## config.mk

```make
export PLATFORM = sky130hd
export DESIGN_NAME = ysyx_22050078_pipe_ctrl
export DESIGN_NICKNAME = d
export VERILOG_FILES = /design/src/rtl/ysyx_22050078_pipe_ctrl_pkg.sv /design/src/rtl/ysyx_22050078_lu_detect.sv /design/src/rtl/ysyx_22050078_pipe_ctrl.sv
export SDC_FILE = /design/constraint.sdc
export NUM_CORES = 1
export LEC_CHECK = 0
export CAP_MARGIN = 20
export CELL_PAD_IN_SITES_DETAIL_PLACEMENT = 1
export CELL_PAD_IN_SITES_GLOBAL_PLACEMENT = 2
export CORE_MARGIN = 8
export CORE_UTILIZATION = 29
export CTS_CLUSTER_SIZE = 16
export DETAILED_ROUTE_END_ITERATION = 12
export GPL_TIMING_DRIVEN = 1
export PLACE_DENSITY = 0.82
export SLEW_MARGIN = 20
export SYNTH_ARGS = -nofsm -noshare
export SYNTH_HDL_FRONTEND = slang
export SYNTH_SLANG_ARGS = --single-unit
export TNS_END_PERCENT = 1
```

## constraint.sdc

```tcl
create_clock -name i_clk -period 2.7 [get_ports i_clk]
set_clock_uncertainty 0.1 [all_clocks]
set_input_delay 0.405 -clock i_clk [delete_from_list [all_inputs] [get_ports i_clk]]
set_output_delay 0.405 -clock i_clk [all_outputs]
set_load 0.005 [all_outputs]
```

## src/rtl/ysyx_22050078_pipe_ctrl_pkg.sv

```systemverilog
// ---------------------------------------------------------------------------
// ysyx_22050078_pipe_ctrl_pkg
//   Shared constants and types for the pipeline hazard/sequencing controller:
//   FSM state encoding, the canonical NOP instruction, and the bundle of
//   per-pipeline-register control bits with helpers for the common patterns.
// ---------------------------------------------------------------------------
package ysyx_22050078_pipe_ctrl_pkg;

    // FSM state encoding
    localparam logic [1:0] ST_RUN      = 2'd0;
    localparam logic [1:0] ST_MEM_WAIT = 2'd1;
    localparam logic [1:0] ST_FLUSH    = 2'd2;

    // addi x0, x0, 0 -- what a bubbled pipeline register holds
    localparam logic [31:0] NOP_INSN = 32'h0000_0013;

    typedef struct packed {
        logic pc_wen;
        logic ifid_wen;
        logic ifid_bubble;
        logic idex_wen;
        logic idex_bubble;
        logic exls_wen;
        logic lswb_wen;
        logic lswb_bubble;
    } pipe_ctrl_t;

    // Everything advances, nothing is squashed.
    function automatic pipe_ctrl_t ctrl_run();
        pipe_ctrl_t c;
        c = '{pc_wen: 1'b1, ifid_wen: 1'b1, ifid_bubble: 1'b0, idex_wen: 1'b1,
              idex_bubble: 1'b0, exls_wen: 1'b1, lswb_wen: 1'b1, lswb_bubble: 1'b0};
        return c;
    endfunction

    // LSU busy: freeze the front of the pipe, keep writing a NOP into LS/WB
    // so the incomplete access never retires twice.
    function automatic pipe_ctrl_t ctrl_busy();
        pipe_ctrl_t c;
        c = '{pc_wen: 1'b0, ifid_wen: 1'b0, ifid_bubble: 1'b0, idex_wen: 1'b0,
              idex_bubble: 1'b0, exls_wen: 1'b0, lswb_wen: 1'b1, lswb_bubble: 1'b1};
        return c;
    endfunction

    // Held in reset: nothing written, bubble bits asserted.
    function automatic pipe_ctrl_t ctrl_reset();
        pipe_ctrl_t c;
        c = '{pc_wen: 1'b0, ifid_wen: 1'b0, ifid_bubble: 1'b1, idex_wen: 1'b0,
              idex_bubble: 1'b1, exls_wen: 1'b0, lswb_wen: 1'b0, lswb_bubble: 1'b1};
        return c;
    endfunction

endpackage

```

## src/rtl/ysyx_22050078_lu_detect.sv

```systemverilog
// ---------------------------------------------------------------------------
// ysyx_22050078_lu_detect
//   Load-use hazard comparator (purely combinational).
//   Ports:
//     i_idu_rs1/_en, i_idu_rs2/_en : ID-stage source indices and read enables
//     i_exu_rd, i_exu_ld           : EX-stage destination and "is a load"
//     o_lu_haz                     : ID needs the value the EX load produces
// ---------------------------------------------------------------------------
module ysyx_22050078_lu_detect #(
    parameter int REG_AW = 5
) (
    input  logic [REG_AW-1:0] i_idu_rs1,
    input  logic              i_idu_rs1_en,
    input  logic [REG_AW-1:0] i_idu_rs2,
    input  logic              i_idu_rs2_en,
    input  logic [REG_AW-1:0] i_exu_rd,
    input  logic              i_exu_ld,
    output logic              o_lu_haz
);

    // x0 is hardwired to zero, so a load into x0 never produces a dependency.
    assign o_lu_haz = i_exu_ld && (i_exu_rd != '0) &&
                      ((i_idu_rs1_en && (i_idu_rs1 == i_exu_rd)) ||
                       (i_idu_rs2_en && (i_idu_rs2 == i_exu_rd)));

endmodule

```

## src/rtl/ysyx_22050078_pipe_ctrl.sv

```systemverilog
// ---------------------------------------------------------------------------
// ysyx_22050078_pipe_ctrl
//   Stall/flush controller for the PC and the IF/ID, ID/EX, EX/LS, LS/WB
//   pipeline registers. Controls are combinational from state + inputs;
//   state and perf counters update on the rising clock edge.
//   Ports:
//     i_clk, i_rst_n            : clock, async active-low reset
//     i_idu_*, i_exu_rd/_ld     : operands for load-use detection
//     i_exu_redirect            : EX resolved a mispredicted branch/jump
//     i_lsu_busy                : LSU multi-cycle access in progress
//     o_*_wen / o_*_bubble      : per-register write enable / NOP inject
//     o_stall_cnt               : cycles with o_pc_wen low
//     o_flush_cnt               : redirects accepted
// ---------------------------------------------------------------------------
module ysyx_22050078_pipe_ctrl
    import ysyx_22050078_pipe_ctrl_pkg::*;
#(
    parameter int REG_AW    = 5,
    parameter int FLUSH_CYC = 1,
    parameter int CNT_W     = 32
) (
    input  logic              i_clk,
    input  logic              i_rst_n,
    input  logic [REG_AW-1:0] i_idu_rs1,
    input  logic              i_idu_rs1_en,
    input  logic [REG_AW-1:0] i_idu_rs2,
    input  logic              i_idu_rs2_en,
    input  logic [REG_AW-1:0] i_exu_rd,
    input  logic              i_exu_ld,
    input  logic              i_exu_redirect,
    input  logic              i_lsu_busy,
    output logic              o_pc_wen,
    output logic              o_ifid_wen,
    output logic              o_ifid_bubble,
    output logic              o_idex_wen,
    output logic              o_idex_bubble,
    output logic              o_exls_wen,
    output logic              o_lswb_wen,
    output logic              o_lswb_bubble,
    output logic [CNT_W-1:0]  o_stall_cnt,
    output logic [CNT_W-1:0]  o_flush_cnt
);

    localparam logic [3:0] FL_INIT = 4'(FLUSH_CYC - 1);

    logic [1:0]       state_q, state_d;
    logic [3:0]       fl_cnt_q, fl_cnt_d;
    logic [CNT_W-1:0] stall_cnt_q, flush_cnt_q;
    logic             lu_haz;
    logic             flush_inc;
    pipe_ctrl_t       ctrl, ctrl_out;

    ysyx_22050078_lu_detect #(.REG_AW(REG_AW)) u_lu_detect (
        .i_idu_rs1    (i_idu_rs1),
        .i_idu_rs1_en (i_idu_rs1_en),
        .i_idu_rs2    (i_idu_rs2),
        .i_idu_rs2_en (i_idu_rs2_en),
        .i_exu_rd     (i_exu_rd),
        .i_exu_ld     (i_exu_ld),
        .o_lu_haz     (lu_haz)
    );

    // Priority: busy > redirect > FLUSH > load-use > normal.
    // MEM_WAIT with busy low simply falls through to the RUN rules, so a
    // redirect held in EX during the wait is taken on the first free cycle.
    always_comb begin
        ctrl      = ctrl_run();
        state_d   = state_q;
        fl_cnt_d  = fl_cnt_q;
        flush_inc = 1'b0;
        if (i_lsu_busy) begin
            ctrl    = ctrl_busy();
            state_d = ST_MEM_WAIT;   // also drops any remaining flush cycles
        end else if (i_exu_redirect) begin
            ctrl.ifid_bubble = 1'b1;
            ctrl.idex_bubble = 1'b1;
            flush_inc        = 1'b1;
            if (FLUSH_CYC > 1) begin
                state_d  = ST_FLUSH;
                fl_cnt_d = FL_INIT;
            end else begin
                state_d  = ST_RUN;
            end
        end else if (state_q == ST_FLUSH) begin
            // ID holds a bubble here, so load-use is irrelevant.
            ctrl.ifid_bubble = 1'b1;
            fl_cnt_d         = fl_cnt_q - 4'd1;
            if (fl_cnt_q <= 4'd1) state_d = ST_RUN;
        end else begin
            state_d = ST_RUN;
            // Single-cycle stall: next cycle the load is in LS and the
            // hazard clears on its own, so no state is needed.
            if (lu_haz) begin
                ctrl.pc_wen      = 1'b0;
                ctrl.ifid_wen    = 1'b0;
                ctrl.idex_bubble = 1'b1;
            end
        end
    end

    assign ctrl_out = i_rst_n ? ctrl : ctrl_reset();

    assign o_pc_wen      = ctrl_out.pc_wen;
    assign o_ifid_wen    = ctrl_out.ifid_wen;
    assign o_ifid_bubble = ctrl_out.ifid_bubble;
    assign o_idex_wen    = ctrl_out.idex_wen;
    assign o_idex_bubble = ctrl_out.idex_bubble;
    assign o_exls_wen    = ctrl_out.exls_wen;
    assign o_lswb_wen    = ctrl_out.lswb_wen;
    assign o_lswb_bubble = ctrl_out.lswb_bubble;

    always_ff @(posedge i_clk or negedge i_rst_n) begin
        if (!i_rst_n) begin
            state_q     <= ST_RUN;
            fl_cnt_q    <= '0;
            stall_cnt_q <= '0;
            flush_cnt_q <= '0;
        end else begin
            state_q  <= state_d;
            fl_cnt_q <= fl_cnt_d;
            if (!ctrl.pc_wen) stall_cnt_q <= stall_cnt_q + CNT_W'(1);
            if (flush_inc)    flush_cnt_q <= flush_cnt_q + CNT_W'(1);
        end
    end

    assign o_stall_cnt = stall_cnt_q;
    assign o_flush_cnt = flush_cnt_q;

endmodule

```

==> results of run 1 <==
logic make-up (layout without fill, tap and decap cells):
logic type	after synthesis	in the layout	synth area share
xor+xnor	72	72	0.199
simple gates	121	121	0.220
fa+ha+maj	2	2	0.00788
mux	1	1	0.00354
compound gates	14	14	0.0406
flops	64	64	0.504
buf+inv	13	137	0.0256
state kept, by name, indices dropped and copies added, names as in the netlist:
name	flops
o_flush_cnt	32
o_stall_cnt	32
metal layers:
layer / routed length [um] / GRT usage
met5: 0 / 0
met4: 131 / 0.0539
met3: 431 / 0.0336
met2: 3910 / 0.196
met1: 4070 / 0.160
final cells by class:
class                           count  area share
Sequential cell                    64       0.346
Multi-Input combinational cell    210       0.326
Timing Repair Buffer              115       0.236
Tap cell                          140      0.0378
Clock buffer                       12      0.0335
Clock inverter                      4      0.0165
Inverter                            6     0.00486
worst register-to-register path, delay by kind of cell, from the launching register on:
family	cells	cell delay, ps
xor+xnor	1	150
simple gates	5	1420
flops	1	450
what timing repair did:
item                                    in CTS  in global routing
pin swaps                                    3                  2
endpoints found under the hold margin        7                  0
setup buffers                                2                  0
resized for setup                           17                  1
hold buffers                                 1                  0
endpoints found under the setup margin       3                  3
layout by cell type, fill, tap and decap left out, types with 3 or more instances in the layout:
cell type / count
clkdlybuf4s50_1: 88
dfrtp_1: 64
xnor2_1: 43
nand2_1: 31
xor2_1: 29
buf_4: 19
nand4_1: 15
nor2_1: 15
nand3_1: 15
clkbuf_8: 11
nor3_1: 10
and3_1: 7
inv_1: 6
a211oi_1: 5
buf_2: 4
and4_1: 3
and4_4: 3
nor3b_1: 3
o211ai_1: 3
per-stage QoR:
stage               TNS, ps  setup WS (ps)  total power [mW]  std cells
global route         -0.448         -0.448              2.74        551
detailed placement    -1350           -511              1.65        532
CTS                       0           6.97              2.64        551
global placement      -1300           -486              1.64        532
finish                    0           50.9              2.59        551
floorplan                 0            410              1.33        287
power groups by stage:
stage	Clock, mW	Sequential (mW)	Combinational, mW
5_1_grt	1.04	1.18	0.523
3_3_place_gp	0	1.18	0.462
2_1_floorplan	0	1.16	0.179
6_report	0.967	1.16	0.466
4_1_cts	1.00	1.16	0.478
3_5_place_dp	0	1.18	0.472
how the worst min path moves through the flow:
stage | slack (ps) | end | cells past startpoint
finish | 370 | o_stall_cnt[26]$_DFFE_PN0N_ | 2
global route | 400 | o_stall_cnt[25]$_DFFE_PN0N_ | 2
CTS | 370 | o_stall_cnt[25]$_DFFE_PN0N_ | 2
detailed placement | 210 | o_stall_cnt[25]$_DFFE_PN0N_ | 1
global placement | 210 | o_stall_cnt[26]$_DFFE_PN0N_ | 1
floorplan | 9 | o_flush_cnt[0]$_DFFE_PN0P_ | 0
synthesized netlist by cell type (2+ instances only):
library cell	number	share of area
nor2_1	15	0.018
nor3_1	10	0.016
a211oi_1	5	0.012
ha_1	2	0.0079
and4_1	3	0.0083
and3_1	7	0.014
inv_1	6	0.0071
xnor2_1	43	0.12
nand2_1	31	0.037
and4_4	3	0.011
dfrtp_1	64	0.50
xor2_1	29	0.080
buf_4	6	0.014
nand3_1	15	0.024
and2_1	4	0.0079
nor3b_1	3	0.0071
o211ai_1	3	0.0071
nand4_1	15	0.030
==> results.tsv, run 1 <==
metric	value	unit
FF+latch count, synth	64	
WP depth	7	
worst hold path class	input pin to async pin	
ANT nets after route	0	
total overflow reported by the global router	0	
fin util	0.431	
Final Wtd Congestion	0.754	
PortBufs	93	
syn nets	311	
Mapped Cells	287	
GRT Overall Usage	0.125	
Net Switching	0.690	mW
P&R area growth vs syn	45.9	%
nets	430	
clk_lat worst skew	340	ps
clk sinks	64	
Post-synth EDFFs	0	
r2r endpoint	o_flush_cnt[30]$_DFFE_PN0P_	
maximum fanout along the worst path	2	
FF/Latch Area	1600	um2
chip height	121	um
Setup violations, final	0	
CTS root buffer	clkbuf_8	
IO Count	94	
first-pass GRT wire length	14.7	mm
Final HPWL DP	6.58	mm
Avg Vias per Cell	4.59	
Avg Inst Size Synth	11.1	um2
FF-to-FF path depth	6	
Gate power share	0.180	
slowest stage delay, CP	510	ps
layout cells sized above 1	0.139	
Power per Cell Area	559	nW/um2
startpoint types	input pin	
Pre-Repair DR Iteration Count	4	
Setup CP Type	input pin to primary output	
CTS Buf Count	9	
FF-to-FF Start	o_flush_cnt[9]$_DFFE_PN0P_	
Synth Cell Area	3180	um2
Top Family by Delay on Critical Path	simple AND/OR/NAND/NOR gates	
most frequent cell on the critical path	and2_4	
largest net degree at the start of global routing	30	
Clk pwr share	0.373	
P_leak	2.04	nW
CTS tree	built	
dpl cell area	4370	um2
Tmin final	2650	ps
Max-slew headroom	0.682	
register area share after synthesis	0.504	
core region area	10700	um2
Layout fillers	1210	
Yosys cell types	41	
Min Hold Slack	371	ps
Starting DRT DRC Count	105	
routed length per placed instance	15.5	um
CP max stage cell	or4_4	
f_max	0.377	GHz
critical path data arrival time	2140	ps
CP Buf/Inv Count	2	
crit share post-route	0.981	
multi-input combinational cell area	1510	um2
Seq pwr share	0.447	
crit path launch	i_exu_rd[3]	
DRC Markers	0	
sw frac	0.266	
CP endpoint kind	primary output	
Internal Pwr Total	1.90	mW
Worst-Margin Slew	475	ps
FFs w/ async S/R, synth	1.00	
Critical Path End	o_ifid_wen	
Die Width	121	um
antenna cells	0	
Vias	2527	
fin. max-slew vios	0	
R2R Setup Slk	470	ps
initial antenna violation count	0	
Max-Cap Viols	0	
Reg clk slew, reported paths	70	ps
worst-path cell chain	clkdlybuf4s50_1 -> or4_4 -> o21a_1 -> and2_4 -> o21ai_4 -> and2_4 -> buf_2	
vias in the first global route	2831	
number of synthesis warnings	0	
initial core utilization	0.296	
Rows	38	
post-route cell area	4630	um2
H-tree depth	3	
Hold Vio Cnt, Final	0	
status	finished, final reports clean	
CTS Buffer Depth	2	
Die ar.	14600	um2
total wire length	8.54	mm
main flop type after synthesis	dfrtp_1	
worst ir drop on vdd	0.283	mV
CP Data Required Time	2190	ps
(Power assumes the default switching activity.)
==> inputs of run 2 (changes only) <==
Settings changed: CORE_MARGIN 8 to 3, RECOVER_POWER set to 50.
==> run 2 against run 1 <==
Clock power shrank 2.2%. Global-route usage increased by 1.9 points. Via count grew 0.87%. Register-to-register slack improved by 60 ps. Largest power group unchanged. Die area decreased by 16%. Highest routed layer unchanged. Wire length decreased by 1.2%. Critical path depth unchanged.
==> results.tsv, run 2 (synthesis results as in run 1) <==
metric	value	unit	change
Avg Vias per Cell	4.66		+1.6%
total overflow reported by the global router	0		unchanged
fin. max-slew vios	0		unchanged
Max-slew headroom	0.218		-0.464
worst hold path class	input pin to async pin		
Die ar.	12200	um2	-16%
Clk pwr share	0.369		-0.004
leading cell type in the layout, fill and taps excluded	dfrtp_1		
CP max stage cell	or4_4		
CTS Buffer Depth	2		unchanged
Power per Cell Area	556	nW/um2	-0.47%
vias in the first global route	2827		-0.14%
H-tree depth	3		unchanged
slowest stage delay, CP	550	ps	+40 ps
Reg clk slew, reported paths	80	ps	about the same
first-pass GRT wire length	14.5	mm	-1.1%
CP endpoint kind	primary output		
crit path launch	i_exu_rd[0]		
IO Count	94		unchanged
Hold Vio Cnt, Final	0		unchanged
CTS Buf Count	9		unchanged
GRT Overall Usage	0.144		+0.0189
CTS root buffer	clkbuf_8		
worst-path cell chain	clkdlybuf4s15_1 -> or4_4 -> o21a_1 -> and2_4 -> buf_4 -> a21o_1 -> dlygate4sd2_1		
startpoint types	input pin		
CTS tree	built		
P_leak	2.10	nW	+3.1%
total wire length	8.44	mm	-1.2%
initial antenna violation count	0		unchanged
Seq pwr share	0.451		+0.004
status	finished, final reports clean		
Final WS setup	73.0	ps	+22.1 ps
clk_lat worst skew	340	ps	about the same
Final HPWL DP	6.47	mm	-1.6%
core region area	10500	um2	-2.2%
Net Switching	0.692	mW	+0.26%
Setup violations, final	0		unchanged
Worst-Margin Slew	1170	ps	+698 ps
P&R area growth vs syn	45.0	%	
worst ir drop on vdd	0.381	mV	+34%
highest-count cells in the layout ignoring fill and taps	64 x dfrtp_1, 56 x clkdlybuf4s50_1, 43 x xnor2_1, 31 x nand2_1, 30 x dlygate4sd3_1		
clk sinks	64		unchanged
Internal Pwr Total	1.87	mW	-1.5%
Setup TNS	0	ps	unchanged
FF-to-FF Start	o_flush_cnt[9]$_DFFE_PN0P_		
ANT nets after route	0		unchanged
PortBufs	93		unchanged
layout cells sized above 1	0.127		-0.0122
routed length per placed instance	15.4	um	-0.50%
nets	430		unchanged
antenna cells	0		unchanged
DRC Markers	0		unchanged
sw frac	0.270		+0.00357
Rows	37		-2.6%
RSZ-0062 raised after global routing	no		
critical path data arrival time	2120	ps	-20 ps
f_max	0.381	GHz	+0.84%
initial core utilization	0.302		+0.00665
Pre-Repair DR Iteration Count	4		unchanged
Setup CP Type	input pin to primary output		
chip height	111	um	-8.3%
Starting DRT DRC Count	47		-55%
Gate power share	0.180		about the same
Max-Cap Viols	0		unchanged
maximum fanout along the worst path	4		+2
CP Data Required Time	2190	ps	about the same
Vias	2549		+0.87%
largest net degree at the start of global routing	47		+57%
Die Width	111	um	-8.3%
DP Worst Slack	-497	ps	+13.3 ps
crit share post-route	0.973		-0.00818
Final Wtd Congestion	0.737		-2.2%
Tmin final	2630	ps	-22.1 ps
## run 2: cell count changes in the layout (fill, tap and decap cells not counted), moves of 2 or more
cell             change
clkdlybuf4s50_1     -32
clkbuf_1             +2
buf_2                -3
dlygate4sd3_1       +29
dlygate4sd2_1        +5
buf_4                -2
## run 2: power by group through the flow
stage	Clock (mW)	Combinational [mW]	Sequential [mW]
4_1_cts	0.983	0.478	1.16
3_3_place_gp	0	0.462	1.17
2_1_floorplan	0	0.179	1.16
3_5_place_dp	0	0.473	1.18
6_report	0.946	0.460	1.16
5_1_grt	1.02	0.510	1.18
## run 2: final timing paths
check / to / slack [ps] / cells after the start
max in group asynchronous: o_flush_cnt[28]$_DFFE_PN0P_ / 710 / 3
hold reg to reg: o_flush_cnt[31]$_DFFE_PN0P_ / 380 / 1
setup reg to reg: o_flush_cnt[24]$_DFFE_PN0P_ / 530 / 6
setup / recovery: o_idex_bubble / 70 / 7
hold / removal: o_flush_cnt[15]$_DFFE_PN0P_ / 370 / 2
min in group i_clk: o_flush_cnt[31]$_DFFE_PN0P_ / 380 / 1
## run 2: layout make-up
cell class,count,area [um2]
clock buffer,10,138
clock inverter,6,92.6
fill,1147,5900
inverter,6,22.5
multi-input combinational,210,1510
sequential,64,1600
tap,136,170
timing repair buffer,115,1070
## run 2: routing by layer
metal | vias to the layer above | part of all wire | global-route usage
met5 | - | 0 | 0
met4 | 0 | 0.011 | 0.0394
met3 | 7 | 0.030 | 0.0355
met2 | 44 | 0.49 | 0.235
met1 | 1270 | 0.47 | 0.191
li1 | 1228 | - | -
## run 2: metrics by stage
stage           util  power [mW]  area, um2  cells  hold WS [ps]
3_5_place_dp   0.415        1.65       4360    529           202
3_3_place_gp   0.415        1.63       4360    529           194
6_report       0.438        2.56       4610    547           366
2_1_floorplan      -        1.33       3180    287          9.41
5_1_grt        0.438        2.70       4610    547           369
4_1_cts        0.440        2.62       4620    547           375
## run 2: repair_timing
action / CTS / global route
pin swaps: 2 / 1
gates resized for setup: 11 / 1
setup endpoints to repair: 3 / 3
buffers inserted: 1 / 0
hold endpoints to repair: 7 / 0
hold buffers: 1 / 0
## run 2: worst max-delay path, delay by kind of cell
family	cells	cell delay, ps
compound gates	2	360
simple gates	2	730
buf+inv	3	630
==> inputs of run 3 (changes only) <==
Settings changed: GPL_ROUTABILITY_DRIVEN set to 0.
==> results of run 3 <==
Same layout as run 2: the final DEF is identical, and so are final timing and power.
